<file path="config.mk">
export PLATFORM = sky130hd
export DESIGN_NAME = data_receive
export DESIGN_NICKNAME = d
export VERILOG_FILES = /design/src/rtl/data_receive.sv
export SDC_FILE = /design/constraint.sdc
export NUM_CORES = 1
export LEC_CHECK = 0
export CAP_MARGIN = 20
export CORE_UTILIZATION = 41
export DETAILED_ROUTE_END_ITERATION = 12
export PLACE_DENSITY = 0.58
export SLEW_MARGIN = 20
export SYNTH_ARGS = -nofsm -noshare
export SYNTH_HDL_FRONTEND = slang
export SYNTH_SLANG_ARGS = --single-unit
export TNS_END_PERCENT = 50
</file>
<file path="constraint.sdc">
create_clock -name clk -period 8 [get_ports clk]
set_input_delay 1.6 -clock clk [delete_from_list [all_inputs] [get_ports clk]]
set_output_delay 1.6 -clock clk [all_outputs]
set_load 0.01 [all_outputs]
</file>
<file path="src/rtl/data_receive.sv">
// Coherent BPSK / ASK energy-detect bit receiver with integrate-and-dump windows,
// sync-word hunt and MSB-first byte/frame assembly.
module data_receive #(
  parameter int         SPB         = 16,
  parameter int         ACC_WIDTH   = 32,
  parameter logic [7:0] SYNC_WORD   = 8'hA5,
  parameter int         FRAME_BYTES = 4
) (
  input  logic                 clk,
  input  logic                 rst,
  input  logic [11:0]          mod_in,
  input  logic [11:0]          carrier_ref,
  input  logic                 mode_sel,
  input  logic [ACC_WIDTH-1:0] threshold,
  output logic                 bit_out,
  output logic                 bit_valid,
  output logic [7:0]           rx_byte,
  output logic                 byte_valid,
  output logic                 locked,
  output logic                 frame_done
);

  // state  | meaning
  // HUNT   | shifting decided bits, waiting for SYNC_WORD
  // LOCKED | assembling FRAME_BYTES payload bytes, sync matches ignored

  localparam int CW = $clog2(SPB);
  localparam logic [CW-1:0] LAST_SAMPLE = CW'(SPB - 1);
  localparam logic [7:0]    LAST_BYTE   = 8'(FRAME_BYTES - 1);

  typedef enum logic {HUNT, LOCKED} state_t;

  state_t                 state;
  logic [CW-1:0]          samp_cnt;
  logic signed [11:0]     s_in, s_ref;
  logic                   mode_0, last_0;
  logic signed [23:0]     term;
  logic                   mode_1, last_1;
  logic [ACC_WIDTH-1:0]   acc, sum_q;
  logic                   mode_2, dec_pend;
  logic [7:0]             shreg;
  logic [2:0]             bit_cnt;
  logic [7:0]             byte_cnt;

  logic signed [23:0]     prod;
  logic [11:0]            mag;
  logic [ACC_WIDTH-1:0]   term_ext, acc_next;
  logic                   dec_bit;
  logic [7:0]             shift_next;

  assign prod     = s_in * s_ref;
  // Two's-complement magnitude; -2048 yields 12'h800 read as unsigned 2048.
  assign mag      = s_in[11] ? (~s_in + 12'sd1) : s_in;
  assign term_ext = {{(ACC_WIDTH-24){term[23]}}, term};
  assign acc_next = acc + term_ext;
  assign dec_bit  = mode_2 ? (!sum_q[ACC_WIDTH-1] && (sum_q != '0))
                           : (sum_q > threshold);
  assign shift_next = {shreg[6:0], dec_bit};
  assign locked   = (state == LOCKED);

  // Sample capture and per-term product / magnitude.
  always_ff @(posedge clk or negedge rst) begin
    if (!rst) begin
      samp_cnt <= '0;
      s_in     <= '0;
      s_ref    <= '0;
      mode_0   <= 1'b0;
      last_0   <= 1'b0;
      term     <= '0;
      mode_1   <= 1'b0;
      last_1   <= 1'b0;
    end else begin
      samp_cnt <= samp_cnt + CW'(1);
      s_in     <= {~mod_in[11], mod_in[10:0]};
      s_ref    <= {~carrier_ref[11], carrier_ref[10:0]};
      mode_0   <= mode_sel;
      last_0   <= (samp_cnt == LAST_SAMPLE);
      term     <= mode_0 ? prod : {12'd0, mag};
      mode_1   <= mode_0;
      last_1   <= last_0;
    end
  end

  // Integrate and dump: the window's last term is folded into the latched sum
  // and the accumulator restarts so the next term begins a fresh window.
  always_ff @(posedge clk or negedge rst) begin
    if (!rst) begin
      acc      <= '0;
      sum_q    <= '0;
      mode_2   <= 1'b0;
      dec_pend <= 1'b0;
    end else begin
      dec_pend <= last_1;
      if (last_1) begin
        sum_q  <= acc_next;
        mode_2 <= mode_1;
        acc    <= '0;
      end else begin
        acc    <= acc_next;
      end
    end
  end

  always_ff @(posedge clk or negedge rst) begin
    if (!rst) begin
      state      <= HUNT;
      shreg      <= '0;
      bit_cnt    <= '0;
      byte_cnt   <= '0;
      bit_out    <= 1'b0;
      bit_valid  <= 1'b0;
      rx_byte    <= '0;
      byte_valid <= 1'b0;
      frame_done <= 1'b0;
    end else begin
      bit_valid  <= 1'b0;
      byte_valid <= 1'b0;
      frame_done <= 1'b0;
      if (dec_pend) begin
        bit_out   <= dec_bit;
        bit_valid <= 1'b1;
        shreg     <= shift_next;
        case (state)
          HUNT: begin
            if (shift_next == SYNC_WORD) begin
              state    <= LOCKED;
              bit_cnt  <= '0;
              byte_cnt <= '0;
            end
          end
          LOCKED: begin
            bit_cnt <= bit_cnt + 3'd1;
            if (bit_cnt == 3'd7) begin
              rx_byte    <= shift_next;
              byte_valid <= 1'b1;
              byte_cnt   <= byte_cnt + 8'd1;
              if (byte_cnt == LAST_BYTE) begin
                frame_done <= 1'b1;
                state      <= HUNT;
                shreg      <= '0;
                byte_cnt   <= '0;
              end
            end
          end
          default: state <= HUNT;
        endcase
      end
    end
  end

endmodule

</file>
======== Yosys cells after proc, flatten, opt, wreduce, memory -nomap -nowiden ========
Index checks and enable logic that the tools add are counted.
W data, S select, Z words.
word-level totals
  register bits after elaboration ......... 153
  word-level logic and storage cells ...... 69
  bits of input ports ..................... 59
  output and inout port bits .............. 13
operators by class
  reduce and logical (&&, ||, !) cells .... 6
  bitwise logic cells ..................... 4
  equality and inequality tests ........... 6
  add/sub/neg operators ................... 5
  multiply operators ...................... 1
  magnitude comparators ................... 1
  mux-type cells .......................... 25
operators by type and width
  cell                     number
  $add A32 B32 Y32         1
  $gt A32 B32 Y1           1
  $mux W32                 1
  $reduce_bool A32 Y1      1
  $mul A12 B12 Y24         1
  $mux W24                 1
  $mux W8                  3
  $mux W7                  3
  $pmux W8 S2              1
  $add A12 B2 Y12 const B  1
  $mux W1                  12
  $mux W12                 1
  $not A12 Y12             1
  $add A8 B1 Y8 const B    1
  $eq A8 B2 Y1 const B     1
  $eq A8 B8 Y1 const B     1
  $pmux W3 S2              1
  $reduce_and A3 Y1        2
  $add A4 B1 Y4 const B    1
  $eq A4 B4 Y1 const B     1
  $add A3 B1 Y3 const B    1
  $eq A3 B3 Y1 const B     1
  $mux W3                  1
  $not A1 Y1               3
  other kinds (6)          6

======== Logic depth before layout (Yosys ltp) ========
Gate-level depths: netlist (run 1).
  depth in word-level cells ............... 6
  gate-level depth with buffers ........... 22
  gate-level depth less buffers ........... 20

======== Worst setup path before layout (run 1) ========
OpenSTA, ideal clock, no wires.
  path type ............................... register to register
  start point ............................. reg s_in[3]
  end point ............................... reg term[23]
  required time ........................... 7.924 ns
  path buffers ............................ 2
  clock period less this slack ............ 5.644 ns
  setup slack ............................. 2.356 ns
  cell stages (with the launch flop) ...... 19
  arrival ................................. 5.567 ns
  library setup time ...................... 0.076 ns
  cell sequence ........................... dfrtp_1 -> clkbuf_1 -> clkbuf_1 -> and2_1 -> fa_1 -> fa_1 -> fa_1 -> fa_1 -> inv_1 -> fa_1 -> inv_1 -> ha_1 -> a21o_1 -> a2111oi_2 -> a21o_1 -> a21bo_2 -> a221o_1 -> a2111o_1 -> o21ai_1
between the ends
  cells in the longest elaborated chain, start to end .. 2
ends and longest elaborated chain
  what                      line  source
  start: declaration        35    logic signed [11:0] s_in, s_ref;
  start signal: assignment  74    s_in <= {~mod_in[11], mod_in[10:0]};
  $mul A12 B12 Y24          51    assign prod = s_in * s_ref;
  $mux W24                  78    term <= mode_0 ? prod : {12'd0, mag};
  end signal: assignment    78
  end: declaration          37    logic signed [23:0] term;
Every way passes these cells.
A chain may end at the register's enable or synchronous reset.

======== Worst setup path in the final report (run 1) ========
  start point ............................. reg s_in[11]
  end point ............................... reg term[23]
Same word-level chain as after synthesis.

==> results of run 1 <==
[cell families (layout without fill, tap and decap cells)]
| logic type | count (synthesis) | in the layout | synth area share [%] |
|---|---|---|---|
| muxes | 13 | 13 | 1.02 |
| and+or+nand+nor | 405 | 405 | 14.4 |
| DFF | 153 | 153 | 29.2 |
| AOI/OAI and AO/OA | 223 | 223 | 11.0 |
| buffers and inverters | 278 | 340 | 7.95 |
| xor gates and xnor gates | 60 | 60 | 4.00 |
| adders and majority gates | 258 | 258 | 32.5 |
[worst max-delay path, stage by stage, from the launching register on]
cell      delay, ns
dfrtp_1        0.77
and2_1         0.35
fa_1           0.49
ha_1           0.58
inv_1          0.17
fa_1           0.56
inv_1          0.05
fa_1           0.47
inv_1          0.05
fa_1           0.52
inv_1          0.04
ha_1           0.35
o21ai_0        0.18
nand2b_1       0.08
a21oi_1        0.20
a21o_1         0.10
a21bo_2        0.24
a221o_1        0.34
a2111o_1       0.38
o21ai_1        0.09
[worst min-delay path by stage]
stage                      from          endpoint  slack (ns)
2_1_floorplan  last_0$_DFF_PN0_  last_1$_DFF_PN0_        0.33
3_3_place_gp   last_0$_DFF_PN0_  last_1$_DFF_PN0_        0.34
3_5_place_dp   last_0$_DFF_PN0_  last_1$_DFF_PN0_        0.34
4_1_cts        last_0$_DFF_PN0_  last_1$_DFF_PN0_        0.36
5_1_grt        last_0$_DFF_PN0_  last_1$_DFF_PN0_        0.37
6_report       last_0$_DFF_PN0_  last_1$_DFF_PN0_        0.35
[sequential cells by signal (all words and copies together) (netlist names)]
register,flops
bit_out,1
bit_valid,1
dec_pend,1
mode_1,1
mode_2,1
byte_cnt,8
frame_done,1
s_in,12
samp_cnt,4
shreg,7
last_1,1
rx_byte,8
last_0,1
acc,32
byte_valid,1
term,24
s_ref,12
sum_q,32
bit_cnt,3
mode_0,1
locked,1
[metal layers]
layer,GRT usage (%),routed length [um]
met1,24.2,13400
met2,32.2,13800
met3,3.02,808
met4,6.54,573
met5,0,0
[Yosys cell counts (all sizes together) (3+ instances only)]
master / number / area, um2
nand3: 9 / 45.0
dfrtp: 153 / 3830
and3: 10 / 67.6
nor3: 8 / 40.0
a221o: 3 / 30.0
or2: 3 / 18.8
buf: 3 / 11.3
nand4: 8 / 50.1
nor4: 14 / 103
clkinv: 3 / 11.3
ha: 119 / 1490
and2: 52 / 328
a211oi: 6 / 55.1
a21boi: 3 / 26.3
mux2i: 10 / 100
a221oi: 3 / 26.3
a31oi: 3 / 18.8
o21a: 6 / 45.0
a21o: 24 / 180
xor2: 21 / 184
xnor2: 39 / 342
o31ai: 8 / 80.1
inv: 231 / 867
and4: 4 / 35.0
nand2b: 11 / 68.8
clkbuf: 41 / 154
nor2b: 8 / 50.1
mux2: 3 / 33.8
o21ai: 74 / 370
o211ai: 4 / 30.0
nand2: 189 / 709
or3: 5 / 31.3
nor2: 78 / 293
a21oi: 59 / 303
fa: 139 / 2780
o21bai: 8 / 60.1
[layout by cell type, fill, tap and decap left out, types with 10 or more instances in the layout]
| master | instances |
|---|---|
| inv_1 | 231 |
| a21o_1 | 24 |
| xor2_1 | 21 |
| nor4_1 | 13 |
| nand2b_1 | 11 |
| xnor2_1 | 39 |
| clkdlybuf4s50_1 | 70 |
| o21ai_0 | 69 |
| clkbuf_16 | 17 |
| nand2_1 | 189 |
| dfrtp_1 | 153 |
| nor2_1 | 78 |
| and2_1 | 50 |
| mux2i_1 | 10 |
| a21oi_1 | 57 |
| ha_1 | 119 |
| fa_1 | 139 |
[power by group through the flow]
stage	Sequential, W	Combinational [W]	Clock [W]
floorplan	0.00114	0.00321	0
global placement	0.00122	0.00398	0
detailed placement	0.00122	0.00402	0
CTS	0.00121	0.00406	0.000806
global route	0.00124	0.00461	0.000840
finish	0.00121	0.00401	0.000783
[per-stage QoR]
stage	setup slack (ns)	total power, W
final	1.87	0.00600
after CTS	1.86	0.00607
after global routing	1.48	0.00669
after floorplan	2.36	0.00435
after detailed placement	1.87	0.00524
after global placement	2.10	0.00520
[layout make-up]
type                    count  area [um2]
well taps                 402         503
inverters                 234         878
fillers                  3036       16800
multi-input cells         959        8260
repair buffers             74         734
clock inverters            14         131
flip-flops and latches    153        3830
clock buffers              18         429
==> flow_summary_export.csv, run 1 <==
group,metric,value,unit
worst_setup_path,critPathKind,"reg2reg",
cts,cts_buffer_depth,2,
synthesis,synth_edf_count,0,
cts,clkSlewWorstSetupHoldPaths,0.07,ns
place,gp_congestion,0.860,
global_routing,grt_pass1_vias,9944,
worst_setup_path,worst_setup_path_end_kind,"flip-flop",
power_and_ir_drop,power_frac_clock,13.0,%
place,post-place-cells,1822,
routing,vias,9271,
sta,fin_crit,6.13,ns
sta,hold_viol_final,0,
power_and_ir_drop,power.internal,0.00320,W
global_routing,overflow,0,
worst_setup_path,crit_end,"term[23]$_DFF_PN0_",
run,drv_cap,0,
min_path,hold_path.class,"reg2reg",
sta,drv_slew,0,
cts,cts_root_buf,"clkbuf_16",
worst_setup_path,reg2regPathDepth,19,
cts,cts_resized,0,
min_path,hold_path_depth,0,
floorplanning,rows,65,
worst_setup_path,reg2reg_slack,1.87,ns
sta,tightest_slew,0.866,ns
floorplanning,die_area,32700,um2
cts,cts_setup_buffers,0,
power_and_ir_drop,irDropWorstVdd,0.245,mV
place,placed_area,14200,um2
floorplanning,die_y,181,um
synthesis,synth_ff_type,"dfrtp_1",
power_and_ir_drop,p_seq_share,20.1,%
power_and_ir_drop,p_leak,7.14,nW
routing,first_iter_violations,456,
synthesis,synth_cell_type_count,69,
global_routing,grt_pass1_wl,48900,um
synthesis,syn_avg_cell_area,9.45,um2
routing,drtAntennaViolNets,0,
routing,wl_per_cell,15.4,um
synthesis,syn_nets,1707,
global_routing,grt.total_usage,18.8,%
cells_and_area,num_antenna_cells,0,
cts,cts_tree,"done",
worst_setup_path,cp_max_fo,23,
sta,fmax,163,MHz
worst_setup_path,startpoint_type,"flip-flop",
cells_and_area,final_util,46.8,%
synthesis,netlist_area,13100,um2
outcome,status,"completed",
global_routing,grt_max_degree,97,
global_routing,antenna_found_initial,0,
worst_setup_path,cp-startpoint,"s_in[11]$_DFF_PN0_",
routing,viasPerCell,5.00,
power_and_ir_drop,power.density,407,nW/um2
routing,wl,28500,um
cts,cts_hold_buf,0,
power_and_ir_drop,p_comb_share,66.8,%
sta,period_share,76.6,%
floorplanning,core,31600,um2
worst_setup_path,r2r-start,"s_in[11]$_DFF_PN0_",
synthesis,syn_inst,1390,
cells_and_area,areaGrowthSynthToFinish,12.4,%
sta,hold_slack,0.352,ns
sta,finClkSkew,0.0136,ns
place,port_buffers,71,
floorplanning,initial_core_util,41.6,%
sta,slew_headroom,42.3,%
cts,clk_latency,0.44,ns
power_and_ir_drop,switching_share,46.7,%
sta,finalSetupTns,0,ns
cells_and_area,finalNonFillerCells,1854,
place,hpwl,22100,um
floorplanning,ios,72,
power_and_ir_drop,p_switching,0.00280,W
synthesis,async_reset_ff_share,100,%
cts,cts_num_sinks,153,
worst_setup_path,worst_ep_required_time,8.35,ns
synthesis,ys_ff_latch,153,
cells_and_area,final_net_count,1756,
synthesis,synth.yosys.seq_area_share,29.2,%
worst_setup_path,cp_data_arrival_time,6.48,ns
cells_and_area,drive_gt1_share,4.06,%
routing,drc_errors,0,
synthesis,yosysWarnings,0,
sta,rsz0062_at_grt,"false",
cells_and_area,design_area,14800,um2
sta,setup_viol,0,
cts,htree_levels,4,
routing,dr.pass1.iters,4,
floorplanning,die_width,181,um
worst_setup_path,reg2reg_to,"term[23]$_DFF_PN0_",
cts,numCtsBuffers,17,
(Power assumes the default switching activity.)
==> inputs of run 2 (changes only) <==
Settings changed: PLACE_DENSITY 0.58 to 0.6.
Clock period 8 ns to 5.29 ns, I/O delays scaled along.
==> flow_summary_export.csv, run 2 (synthesized netlist as in run 1, its figures left out) <==
group,metric,value,unit
outcome,status,"completed",
worst_setup_path,cp_max_fo,8,
routing,drtAntennaViolNets,0,
power_and_ir_drop,irDropWorstVdd,0.428,mV
worst_setup_path,worst_ep_required_time,5.65,ns
global_routing,overflow,0,
min_path,hp-start,"last_0$_DFF_PN0_",
power_and_ir_drop,switching_share,44.7,%
worst_setup_path,r2r-start,"s_ref[9]$_DFF_PN0_",
global_routing,grt_pass1_wl,50000,um
worst_setup_path,critPathKind,"reg2reg",
global_routing,grtUsageMet3,2.68,%
sta,setup_viol,0,
min_path,hold_path.class,"reg2reg",
global_routing,grt_use_met2,32.8,%
global_routing,grt_use_met1,25.5,%
routing,first_iter_violations,352,
sta,fmax,191,MHz
power_and_ir_drop,p_switching,0.00455,W
power_and_ir_drop,power_frac_clock,12.5,%
routing,viasPerCell,4.91,
routing,vias,9628,
sta,finClkSkew,0.0170,ns
floorplanning,die_width,181,um
cts,htree_levels,4,
sta,hold_slack,0.359,ns
global_routing,grt_max_degree,154,
routing,dr.pass1.iters,5,
sta,period_share,98.8,%
power_and_ir_drop,p_comb_share,69.9,%
power_and_ir_drop,p_seq_share,17.6,%
worst_setup_path,worst_setup_path_end_kind,"flip-flop",
sta,finalSetupTns,0,ns
floorplanning,rows,65,
place,hpwl,22800,um
floorplanning,die_y,181,um
floorplanning,initial_core_util,41.6,%
cts,clkSlewWorstSetupHoldPaths,0.07,ns
cts,numCtsBuffers,17,
power_and_ir_drop,power.internal,0.00563,W
worst_setup_path,cp-startpoint,"s_ref[9]$_DFF_PN0_",
floorplanning,die_area,32700,um2
cells_and_area,reg.largest.list,"acc (32), sum_q (32), term (24)",
cells_and_area,final_net_count,1863,
cells_and_area,areaGrowthSynthToFinish,21.6,%
worst_setup_path,startpoint_type,"flip-flop",
cts,cts_num_sinks,153,
worst_setup_path,cp_data_arrival_time,5.59,ns
global_routing,busiest_layer,"met2",
sta,rsz0062_at_grt,"true",
sta,slew_headroom,42.5,%
global_routing,antenna_found_initial,0,
sta,drv_slew,0,
cts,cts_buffer_depth,2,
global_routing,grt.total_usage,19.1,%
place,gp_congestion,0.881,
cts,clk_latency,0.44,ns
worst_setup_path,cp_common_cell,"fa_1",
worst_setup_path,slowest_delay,0.58,ns
floorplanning,ios,72,
power_and_ir_drop,power.density,637,nW/um2
worst_setup_path,slowest_stage,"fa_1",
cts,cts_tree,"done",
cells_and_area,drive_gt1_share,15.3,%
cells_and_area,layout_commonest_cell,"inv_1",
cts,cts_root_buf,"clkbuf_16",
routing,drc_errors,0,
run,drv_cap,0,
global_routing,grt_pass1_vias,10200,
power_and_ir_drop,p_leak,7.70,nW
sta,tightest_slew,0.862,ns
cells_and_area,layout_common_cells,"224 x inv_1, 184 x nand2_1, 131 x dfrtp_1, 128 x fa_1, 109 x ha_1",
worst_setup_path,worstPathCellList,"and2_4, fa_1, fa_1, fa_1, fa_1, inv_2, fa_1, inv_2, ha_4, a21o_1, a2111oi_4, a21o_1, a21bo_4, a221o_1, a2111o_1, o21ai_1",
cells_and_area,num_antenna_cells,0,
cells_and_area,nFillCells,2907,
place,port_buffers,71,
routing,wl_per_cell,15.1,um
routing,wl,29700,um
sta,fin_crit,5.23,ns
floorplanning,core,31600,um2
sta,hold_viol_final,0,
## run 2: cell count changes in the layout (fill, tap and decap cells not counted), moves of 9 or more
cell,before,now
buf_4,3,98
dfrtp_1,153,131
dfrtp_2,0,22
fa_1,139,128
fa_2,0,11
ha_1,119,109
ha_4,0,9
## run 2: final timing paths
check / to / slack, ns / cells after the start
worst max-delay path: term[23]$_DFF_PN0_ / 0.06 / 16
worst min-delay path: last_1$_DFF_PN0_ / 0.36 / 0
worst max register to register: term[23]$_DFF_PN0_ / 0.06 / 16
worst min register to register: last_1$_DFF_PN0_ / 0.36 / 0
max in group asynchronous: s_in[3]$_DFF_PN0_ / 3.87 / 2
min in group asynchronous: byte_valid$_DFF_PN0_ / 0.69 / 2
## run 2: stage by stage
step / power (W) / utilization [%] / std cells / cell area (um2) / setup WS, ns
6_report: 0.0102 / 50.6 / 1961 / 16000 / 0.0642
5_1_grt: 0.0112 / 50.6 / 1961 / 16000 / -0.112
4_1_cts: 0.00975 / 49.0 / 1925 / 15500 / -0.0109
3_5_place_dp: 0.00836 / 46.7 / 1880 / 14700 / -0.197
3_3_place_gp: 0.00828 / 46.7 / 1880 / 14700 / -0.0982
2_1_floorplan: 0.00670 / - / 1390 / 13300 / 0.0401
## run 2: per-layer routing
layer  vias to the layer above  part of all wire [%]
met4                         0                   1.0
met5                         -                     0
met2                       131                    48
met1                      4700                    48
li1                       4779                     -
met3                        18                   2.6
## run 2: area by class of cell
class | count | area [um2] | share of cell area [%]
inverter | 234 | 881 | 5.52
clock buffer | 18 | 429 | 2.69
clock inverter | 14 | 169 | 1.06
multi-input combinational | 959 | 8490 | 53.2
timing repair buffer | 181 | 1640 | 10.3
tap | 402 | 503 | 3.15
sequential | 153 | 3860 | 24.1
## run 2: timing repair
action | in CTS | in global routing
setup endpoints to repair | 6 | 6
setup buffers | 13 | 36
hold buffers | 0 | 0
pin swaps | 0 | 47
gates resized for setup | 23 | 60
## run 2: worst max-delay path: cells and delay by family, from the launching register on
family	cells	cell delay, ns
simple gates	1	0.19
flops	1	0.49
fa+ha+maj	6	2.75
compound gates	7	1.63
buf+inv	2	0.09
## run 2: power groups by stage
stage               sequential [W]  combinational (W)  clock (W)
global placement           0.00182            0.00646          0
floorplan                  0.00172            0.00498          0
global route               0.00184            0.00802    0.00136
finish                     0.00179            0.00712    0.00127
CTS                        0.00180            0.00664    0.00130
detailed placement         0.00182            0.00654          0
